### config.mk
export PLATFORM = sky130hd
export DESIGN_NAME = imm_gen_pipe
export DESIGN_NICKNAME = d
export VERILOG_FILES = /design/src/rtl/ysyx_25030081_imm_pkg.sv /design/src/rtl/ysyx_25030081_imm_sel.sv /design/src/rtl/imm_gen_pipe.sv
export SDC_FILE = /design/constraint.sdc
export NUM_CORES = 1
export LEC_CHECK = 0
export BUFFER_PORTS_ARGS = -buffer_cell sky130_fd_sc_hd__buf_2
export CORE_MARGIN = 2
export CORE_UTILIZATION = 40
export DETAILED_ROUTE_END_ITERATION = 8
export PLACE_DENSITY = 0.64
export SKIP_LAST_GASP = 1
export SLEW_MARGIN = 20
export SYNTH_ARGS = -nofsm -noshare
export SYNTH_HDL_FRONTEND = slang
export SYNTH_SLANG_ARGS = --single-unit
### constraint.sdc
create_clock -name clk -period 7.2 [get_ports clk]
set_clock_uncertainty 0.15 [all_clocks]
set_input_delay 1.44 -clock clk [delete_from_list [all_inputs] [get_ports clk]]
set_output_delay 1.44 -clock clk [all_outputs]
set_load 0.005 [all_outputs]
### src/rtl/ysyx_25030081_imm_pkg.sv
// Shared definitions for the pipelined immediate generator.
//   - IMM_* : format-select encodings carried on in_op
//   - XLEN_DEFAULT : default datapath width
//   - shamt_width() : shift-amount field width for a given XLEN
package ysyx_25030081_imm_pkg;

   localparam int unsigned XLEN_DEFAULT = 32;

   localparam logic [2:0] IMM_I   = 3'b000;
   localparam logic [2:0] IMM_S   = 3'b001;
   localparam logic [2:0] IMM_B   = 3'b010;
   localparam logic [2:0] IMM_U   = 3'b011;
   localparam logic [2:0] IMM_J   = 3'b100;
   localparam logic [2:0] IMM_Z   = 3'b101;
   localparam logic [2:0] IMM_SH  = 3'b110;
   localparam logic [2:0] IMM_RSV = 3'b111;

   // RV64 shifts use a 6-bit shamt, RV32 a 5-bit one.
   function automatic int unsigned shamt_width(input int unsigned xlen);
      return (xlen == 64) ? 6 : 5;
   endfunction

endpackage

### src/rtl/ysyx_25030081_imm_sel.sv
// Combinational immediate decoder: picks the immediate field for the selected
// format and sign- or zero-extends it to XLEN.
// Ports:
//   inst    [31:0]      raw instruction word
//   op      [2:0]       format select (IMM_*)
//   imm     [XLEN-1:0]  extended immediate (0 for the reserved format)
//   illegal             op was the reserved encoding
module ysyx_25030081_imm_sel
   import ysyx_25030081_imm_pkg::*;
#(
   parameter int unsigned XLEN    = XLEN_DEFAULT,
   parameter int unsigned SHAMT_W = shamt_width(XLEN)
) (
   input  logic [31:0]     inst,
   input  logic [2:0]      op,
   output logic [XLEN-1:0] imm,
   output logic            illegal
);

   // Opcode bits never feed an immediate field.
   logic unused_opcode;
   assign unused_opcode = ^inst[6:0];

   function automatic logic [XLEN-1:0] sext32(input logic [31:0] v);
      logic [XLEN-1:0] r;
      r       = {XLEN{v[31]}};
      r[31:0] = v;
      return r;
   endfunction

   function automatic logic [XLEN-1:0] zext32(input logic [31:0] v);
      logic [XLEN-1:0] r;
      r       = '0;
      r[31:0] = v;
      return r;
   endfunction

   always_comb begin
      imm     = '0;
      illegal = 1'b0;
      case (op)
         IMM_I:  imm = sext32({{20{inst[31]}}, inst[31:20]});
         IMM_S:  imm = sext32({{20{inst[31]}}, inst[31:25], inst[11:7]});
         IMM_B:  imm = sext32({{19{inst[31]}}, inst[31], inst[7], inst[30:25],
                               inst[11:8], 1'b0});
         IMM_U:  imm = sext32({inst[31:12], 12'b0});
         IMM_J:  imm = sext32({{11{inst[31]}}, inst[31], inst[19:12], inst[20],
                               inst[30:21], 1'b0});
         IMM_Z:  imm = zext32({27'b0, inst[19:15]});
         IMM_SH: imm = zext32(32'(inst[20 +: SHAMT_W]));
         default: begin
            imm     = '0;
            illegal = 1'b1;
         end
      endcase
   end

endmodule

### src/rtl/imm_gen_pipe.sv
// Two-stage immediate generator with valid/ready handshakes.
//   S1 holds the decoded immediate, PC and illegal flag; S2 holds the output
//   registers and adds pc+imm. A result appears two cycles after its input is
//   presented, one result per cycle, at most two entries in flight.
// Ports:
//   clk, rst_n          clock, asynchronous active-low reset
//   flush               synchronous kill of both stages
//   in_valid/in_ready   upstream handshake
//   in_inst, in_pc      instruction word and its PC
//   in_op               format select (IMM_*)
//   out_valid/out_ready downstream handshake
//   out_imm, out_target extended immediate and pc+imm (mod 2^XLEN)
//   out_pc, out_illegal PC passed through, reserved-format flag
module imm_gen_pipe
   import ysyx_25030081_imm_pkg::*;
#(
   parameter int unsigned XLEN    = XLEN_DEFAULT,
   parameter int unsigned SHAMT_W = shamt_width(XLEN)
) (
   input  logic            clk,
   input  logic            rst_n,
   input  logic            flush,
   input  logic            in_valid,
   output logic            in_ready,
   input  logic [31:0]     in_inst,
   input  logic [XLEN-1:0] in_pc,
   input  logic [2:0]      in_op,
   output logic            out_valid,
   input  logic            out_ready,
   output logic [XLEN-1:0] out_imm,
   output logic [XLEN-1:0] out_target,
   output logic [XLEN-1:0] out_pc,
   output logic            out_illegal
);

   logic [XLEN-1:0] dec_imm;
   logic            dec_illegal;

   logic            s1_v;
   logic [XLEN-1:0] s1_imm;
   logic [XLEN-1:0] s1_pc;
   logic            s1_illegal;
   logic            s2_v;

   logic            s2_load;
   logic            s1_load;
   logic            in_fire;

   ysyx_25030081_imm_sel #(
      .XLEN    (XLEN),
      .SHAMT_W (SHAMT_W)
   ) u_imm_sel (
      .inst    (in_inst),
      .op      (in_op),
      .imm     (dec_imm),
      .illegal (dec_illegal)
   );

   // S2 frees up when empty or draining; S1 can then always move forward,
   // which lets a full pipe accept and emit in the same cycle.
   assign s2_load   = !s2_v || out_ready;
   assign s1_load   = !s1_v || s2_load;
   assign in_ready  = !flush && s1_load;
   assign in_fire   = in_valid && in_ready;
   assign out_valid = s2_v;

   always_ff @(posedge clk or negedge rst_n) begin
      if (!rst_n) begin
         s1_v <= 1'b0;
         s2_v <= 1'b0;
      end else if (flush) begin
         s1_v <= 1'b0;
         s2_v <= 1'b0;
      end else begin
         if (s2_load) s2_v <= s1_v;
         if (s1_load) s1_v <= in_fire;
      end
   end

   always_ff @(posedge clk or negedge rst_n) begin
      if (!rst_n) begin
         s1_imm     <= '0;
         s1_pc      <= '0;
         s1_illegal <= 1'b0;
      end else if (in_fire) begin
         s1_imm     <= dec_imm;
         s1_pc      <= in_pc;
         s1_illegal <= dec_illegal;
      end
   end

   always_ff @(posedge clk or negedge rst_n) begin
      if (!rst_n) begin
         out_imm     <= '0;
         out_pc      <= '0;
         out_target  <= '0;
         out_illegal <= 1'b0;
      end else if (!flush && s2_load && s1_v) begin
         out_imm     <= s1_imm;
         out_pc      <= s1_pc;
         out_target  <= s1_pc + s1_imm;
         out_illegal <= s1_illegal;
      end
   end

endmodule
==> results.json, run 1 <==
{
  "regArea_mm2": 0.00410,
  "hold_path_end": "out_pc[4]",
  "powerDensity_mw_per_mm2": 307,
  "fmax_mhz": 259,
  "postSynthCellCount": 890,
  "hold_viol": 0,
  "fin_util_pct": 48.6,
  "core_mm2": 0.0201,
  "clockBufferDepth": 2,
  "ys_types": 62,
  "dp_hpwl_um": 15900,
  "syn_area_mm2": 0.00812,
  "crit_required_ns": 5.61,
  "final_cell_mix": "nand2_1 (293), dfrtp_1 (164), buf_2 (162), o21ai_0 (62), a21oi_1 (54)",
  "hold_depth": 2,
  "fin_setup_tns_ns": 0,
  "synth-async-reset-ratio_pct": 100,
  "clkSinkCount": 164,
  "critPathKind": "in -> out",
  "cp_slowest_cell": "nor2b_1",
  "synth_edf_count": 0,
  "ys_seq_elements": 164,
  "final_layout_size_suffix_gt1_share_pct": 23.5,
  "syn_to_final_growth_pct": 20.3,
  "worstPathMaxFanout": 5,
  "power.leakage_uw": 0.00493,
  "relSlewSlack_pct": 33.2,
  "vias_per_cell": 5.10,
  "startpoint_type": "primary input",
  "grt_pass1_wl_um": 35200,
  "ys.flop_type": "dfrtp_1",
  "maxCapViolations": 0,
  "num_rows": 52,
  "die-area_mm2": 0.0215,
  "setup.worst_path.end_class": "primary output",
  "finalPower_uw": 3000,
  "ant_nets": 0,
  "min-delay-start": "out_pc[4]",
  "yosysTopAreaCell": "dfrtp_1",
  "ios": 171,
  "initial_core_util_pct": 40.4,
  "cts_max_level": 4,
  "wl_per_cell_um": 16.8,
  "hp-class": "reg -> reg",
  "cp_top_family": "simple AND/OR/NAND/NOR gates",
  "post_cts.repair.setup_buffers": 0,
  "die_x_um": 146,
  "postLayoutCellArea_mm2": 0.00977,
  "synthTopCellsByArea": "dfrtp_1 (51%), nand2_1 (14%), ha_1 (4.8%)",
  "final_common_cell": "nand2_1",
  "reg2reg_to": "out_target[28]",
  "max_stage_delay_ns": 0.32,
  "placed_area_mm2": 0.00916,
  "synth.yosys.seq_area_share_pct": 50.5,
  "layout.nets": 1137,
  "cts_buffers": 17,
  "fin_crit_ns": 3.87,
  "r2r_start": "s1_imm[0]",
  "status": "finished, final reports clean",
  "crit_buf_inv": 2,
  "root_buffer": "clkbuf_16",
  "gp_congestion": 0.892,
  "vdd_drop_max_uv": 158,
  "vias": 6713,
  "dr.pass1.iters": 5,
  "grt_pass1_vias": 6406,
  "antennaDiodeCount": 0,
  "cp.arrival_ns": 2.28,
  "cts_resized": 0,
  "totalWireLength_um": 22100,
  "cts_hold_buffers": 0,
  "r2r_slack_ns": 3.78,
  "worst_slew_pin_slew_ns": 1.00,
  "port_buffers": 163,
  "post-route-period-util_pct": 53.7,
  "synth.top_cell.area_share_pct": 50.5,
  "ff2ff_path_depth": 9,
  "grt_overflow": 0,
  "fillers": 1939,
  "cts_tree": "built",
  "finalMaxSlewViolations": 0,
  "cp_cell_sequence": "buf_2 -> nor2b_1 -> a21oi_1 -> buf_2",
  "rsz0062_at_grt": "false",
  "drc": 0,
  "drt_iter0_markers": 517,
  "syn_avg_cell_area_um2": 9.12,
  "multi_input_area_mm2": 0.00381,
  "clock_latency_ns": 0.43,
  "antenna_found_initial": 0,
  "yosysWarnings": 0,
  "syn-num-nets": 994,
  "clk_pin_slew_ns": 0.07,
  "die_h_um": 146,
  "finalSetupViolCount": 0,
  "grt_max_degree": 84,
  "grtUsageTotal_pct": 20.9,
  "path_common_cell": "buf_2"
}
## per-layer routing
layer	global-route usage, %	share of wire [%]	up-vias
li1	-	-	3364
met2	32.0	46	169
met1	30.2	48	3165
met4	5.15	1.2	0
met5	0	0	-
met3	4.66	5.1	15
## state kept, by name, summed over array words and instances, names as in the netlist
name	cells
out_illegal	1
out_imm	32
out_pc	32
out_target	32
out_valid	1
s1_illegal	1
s1_imm	32
s1_pc	32
s1_v	1
## worst max path at each step
stage                                 to  startpoint  depth (start not counted)
after global placement          in_ready   out_ready                          4
after detailed placement  out_target[31]   out_ready                          7
after CTS                       in_ready   out_ready                          4
final                           in_ready   out_ready                          4
after floorplan                 in_ready   out_ready                          2
after global routing            in_ready   out_ready                          4
## final cells by class
type                    instances  area share, %
repair buffers                169           8.88
well taps                     270           3.46
inverters                      11          0.423
clock inverters                14           1.69
multi-input cells             670           39.0
clock buffers                  18           4.50
flip-flops and latches        164           42.0
## tightest hold or removal path, cell delays in order (launching register included)
cell     delay, ns
dfrtp_1       0.34
nand2_1       0.05
nand2_1       0.05
## cells by family (layout without fill, tap and decap cells)
kind of cell	after synthesis	count (layout)	synth area share (%)
flip-flops	164	164	50.5
adder cells (fa/ha/maj)	32	32	5.02
buffers and inverters	56	212	2.62
XOR/XNOR	17	17	1.83
AO/OA/AOI/OAI	205	205	15.9
multiplexers	32	32	4.44
AND/OR/NAND/NOR	384	384	19.7
## metrics by stage
step | setup WS (ns) | hold slack, ns | std cells
floorplan | 3.84 | 0.309 | 890
global placement | 3.35 | 0.302 | 1284
detailed placement | 3.33 | 0.306 | 1284
CTS | 3.34 | 0.323 | 1316
global route | 3.28 | 0.342 | 1316
finish | 3.33 | 0.317 | 1316
## power by group
group          switching (uW)  internal (uW)  total (uW)
clock                     412            530         943
sequential                133           1120        1250
combinational             457            350         807
## synthesized netlist by cell type, drive strengths merged (5+ instances only)
master  count
nor2       23
o22a        5
nand2     294
or3         7
a21o       10
buf        14
nand3      13
o21a        9
xnor2       6
xor2       11
o21ai      71
nor2b       8
nor3        9
o211ai      5
ha         31
a21oi      57
and3        5
dfrtp     164
o31ai       8
clkbuf     31
mux2       32
inv        11
Note: power is estimated with default switching activity, not from simulation.
==> run 2, diff against run 1 <==
==> constraint.sdc (replaced) <==
create_clock -name clk -period 3.61 [get_ports clk]
set_clock_uncertainty 0.15 [all_clocks]
set_input_delay 0.722 -clock clk [delete_from_list [all_inputs] [get_ports clk]]
set_output_delay 0.722 -clock clk [all_outputs]
set_load 0.005 [all_outputs]
==> run 2 against run 1 <==
  * Non-clock buffer count up 9
  * Register-to-register slack worse by 3.2 ns
  * Hold slack worse by 0.18 ns
  * Critical path type is now reg -> reg
  * Highest routed layer unchanged
==> results.json, run 2 (synthesis results as in run 1) <==
{
  "final_common_cell": "nand2_1",
  "grt_pass1_wl_um": 36100,
  "cp_num_cells": 9,
  "clockBufferDepth": 2,
  "vias": 6874,
  "cts_hold_buffers": 0,
  "r2r_slack_ns": 0.59,
  "die_h_um": 146,
  "critPathKind": "reg -> reg",
  "num_rows": 52,
  "hp-class": "in -> async",
  "finalMaxSlewViolations": 0,
  "fin_crit_ns": 3.02,
  "met3_usage_pct": 4.31,
  "ios": 171,
  "cts_tree": "built",
  "cts_max_level": 4,
  "cp.arrival_ns": 3.18,
  "startpoint_type": "flop",
  "vdd_drop_max_uv": 262,
  "core_mm2": 0.0201,
  "antennaDiodeCount": 0,
  "max_stage_delay_ns": 0.43,
  "post_cts.repair.setup_buffers": 0,
  "ff2ff_path_depth": 9,
  "grtUsageTotal_pct": 21.4,
  "use_met1_pct": 31.1,
  "clk_pin_slew_ns": 0.07,
  "cp_top_family": "compound AO/OA/AOI/OAI gates",
  "crit_required_ns": 3.77,
  "crit_buf_inv": 0,
  "clkSinkCount": 164,
  "syn_to_final_growth_pct": 21.1,
  "setup.worst_path.end_class": "flop",
  "cp_cell_sequence": "ha_1 -> fa_1 -> a21oi_1 -> o21ai_1 -> a211oi_2 -> o21ai_1 -> a311oi_1 -> xor2_1 -> o21ai_1",
  "fmax_mhz": 331,
  "dp_hpwl_um": 16400,
  "finalSetupViolCount": 0,
  "fin_setup_tns_ns": 0,
  "port_buffers": 163,
  "grt_max_degree": 72,
  "antenna_found_initial": 0,
  "drt_iter0_markers": 567,
  "cts_buffers": 17,
  "die_x_um": 146,
  "final_cell_mix": "nand2_1 (293), dfrtp_1 (164), buf_2 (162), o21ai_0 (62), a21oi_1 (54)",
  "worst_slew_pin_slew_ns": 0.759,
  "use_met2_pct": 33.2,
  "grt_overflow": 0,
  "gp_congestion": 0.896,
  "maxCapViolations": 0,
  "root_buffer": "clkbuf_16",
  "ant_nets": 0,
  "powerDensity_mw_per_mm2": 605,
  "cp_slowest_cell": "fa_1",
  "totalWireLength_um": 22500,
  "post-route-period-util_pct": 83.7,
  "grt_pass1_vias": 6510,
  "path_common_cell": "o21ai_1",
  "drc": 0,
  "layout.nets": 1146,
  "grt.busiest_layer": "met2",
  "clock_latency_ns": 0.43,
  "rsz0062_at_grt": "false",
  "cts_resized": 0,
  "hold_ws_ns": 0.142,
  "dr.pass1.iters": 5,
  "vias_per_cell": 5.19,
  "fillers": 1950,
  "wl_per_cell_um": 17.0,
  "status": "finished, final reports clean",
  "hold_viol": 0,
  "worstPathMaxFanout": 5,
  "die-area_mm2": 0.0215,
  "relSlewSlack_pct": 49.4,
  "initial_core_util_pct": 40.4,
  "power.leakage_uw": 0.00497,
  "final_layout_size_suffix_gt1_share_pct": 24.1
}
-- run 2: cell types whose count changed in the layout (fill, tap and decap cells not counted) --
| cell | delta |
|---|---|
| buf_4 | +7 |
| buf_12 | +2 |
| clkinv_2 | +2 |
| clkinv_4 | -2 |
| inv_8 | -2 |
| clkbuf_1 | +1 |
| clkbuf_8 | -1 |
| clkinvlp_4 | +1 |
| inv_6 | +1 |
-- run 2: layout make-up --
class | count | area, um2 | area share [%]
Sequential cell | 164 | 4100 | 41.7
Multi-Input combinational cell | 670 | 3810 | 38.8
Timing Repair Buffer | 178 | 960 | 9.76
Clock buffer | 18 | 429 | 4.36
Tap cell | 270 | 338 | 3.43
Clock inverter | 14 | 151 | 1.54
Inverter | 11 | 41.3 | 0.420
-- run 2: final timing paths --
| check | startpoint | endpoint |
|---|---|---|
| min reg2reg | out_imm[12] | out_imm[12] |
| min in group clk | out_imm[12] | out_imm[12] |
| max | s1_imm[0] | out_target[16] |
| max in group asynchronous | rst_n | out_target[8] |
| max reg2reg | s1_imm[0] | out_target[16] |
| min | rst_n | out_pc[14] |
-- run 2: through the flow --
step                instance area (um2)  setup WS [ns]  power [uW]  utilization, %  cells
floorplan                          8120          0.914        3440               -    890
finish                             9840          0.589        5950            48.9   1325
global placement                   9260          0.618        4120            46.0   1293
CTS                                9840          0.569        6000            48.9   1325
global route                       9840          0.269        6330            48.9   1325
detailed placement                 9260          0.604        4160            46.0   1293
-- run 2: worst register-to-register path: cells and delay by family, from the launching register on --
kind                       cells  cell delay, ns
AOI/OAI and AO/OA              6            1.50
DFF                            1            0.40
xor gates and xnor gates       1            0.18
adders and majority gates      2            0.68
-- run 2: per-layer routing --
layer | wire [um] | up-vias
li1 | - | 3379
met2 | 10400 | 180
met5 | 0 | -
met3 | 1020 | 13
met4 | 217 | 0
met1 | 10900 | 3302
-- run 2: power breakdown --
group | internal [uW] | switching (uW)
combinational | 712 | 913
clock | 1030 | 802
sequential | 2230 | 270
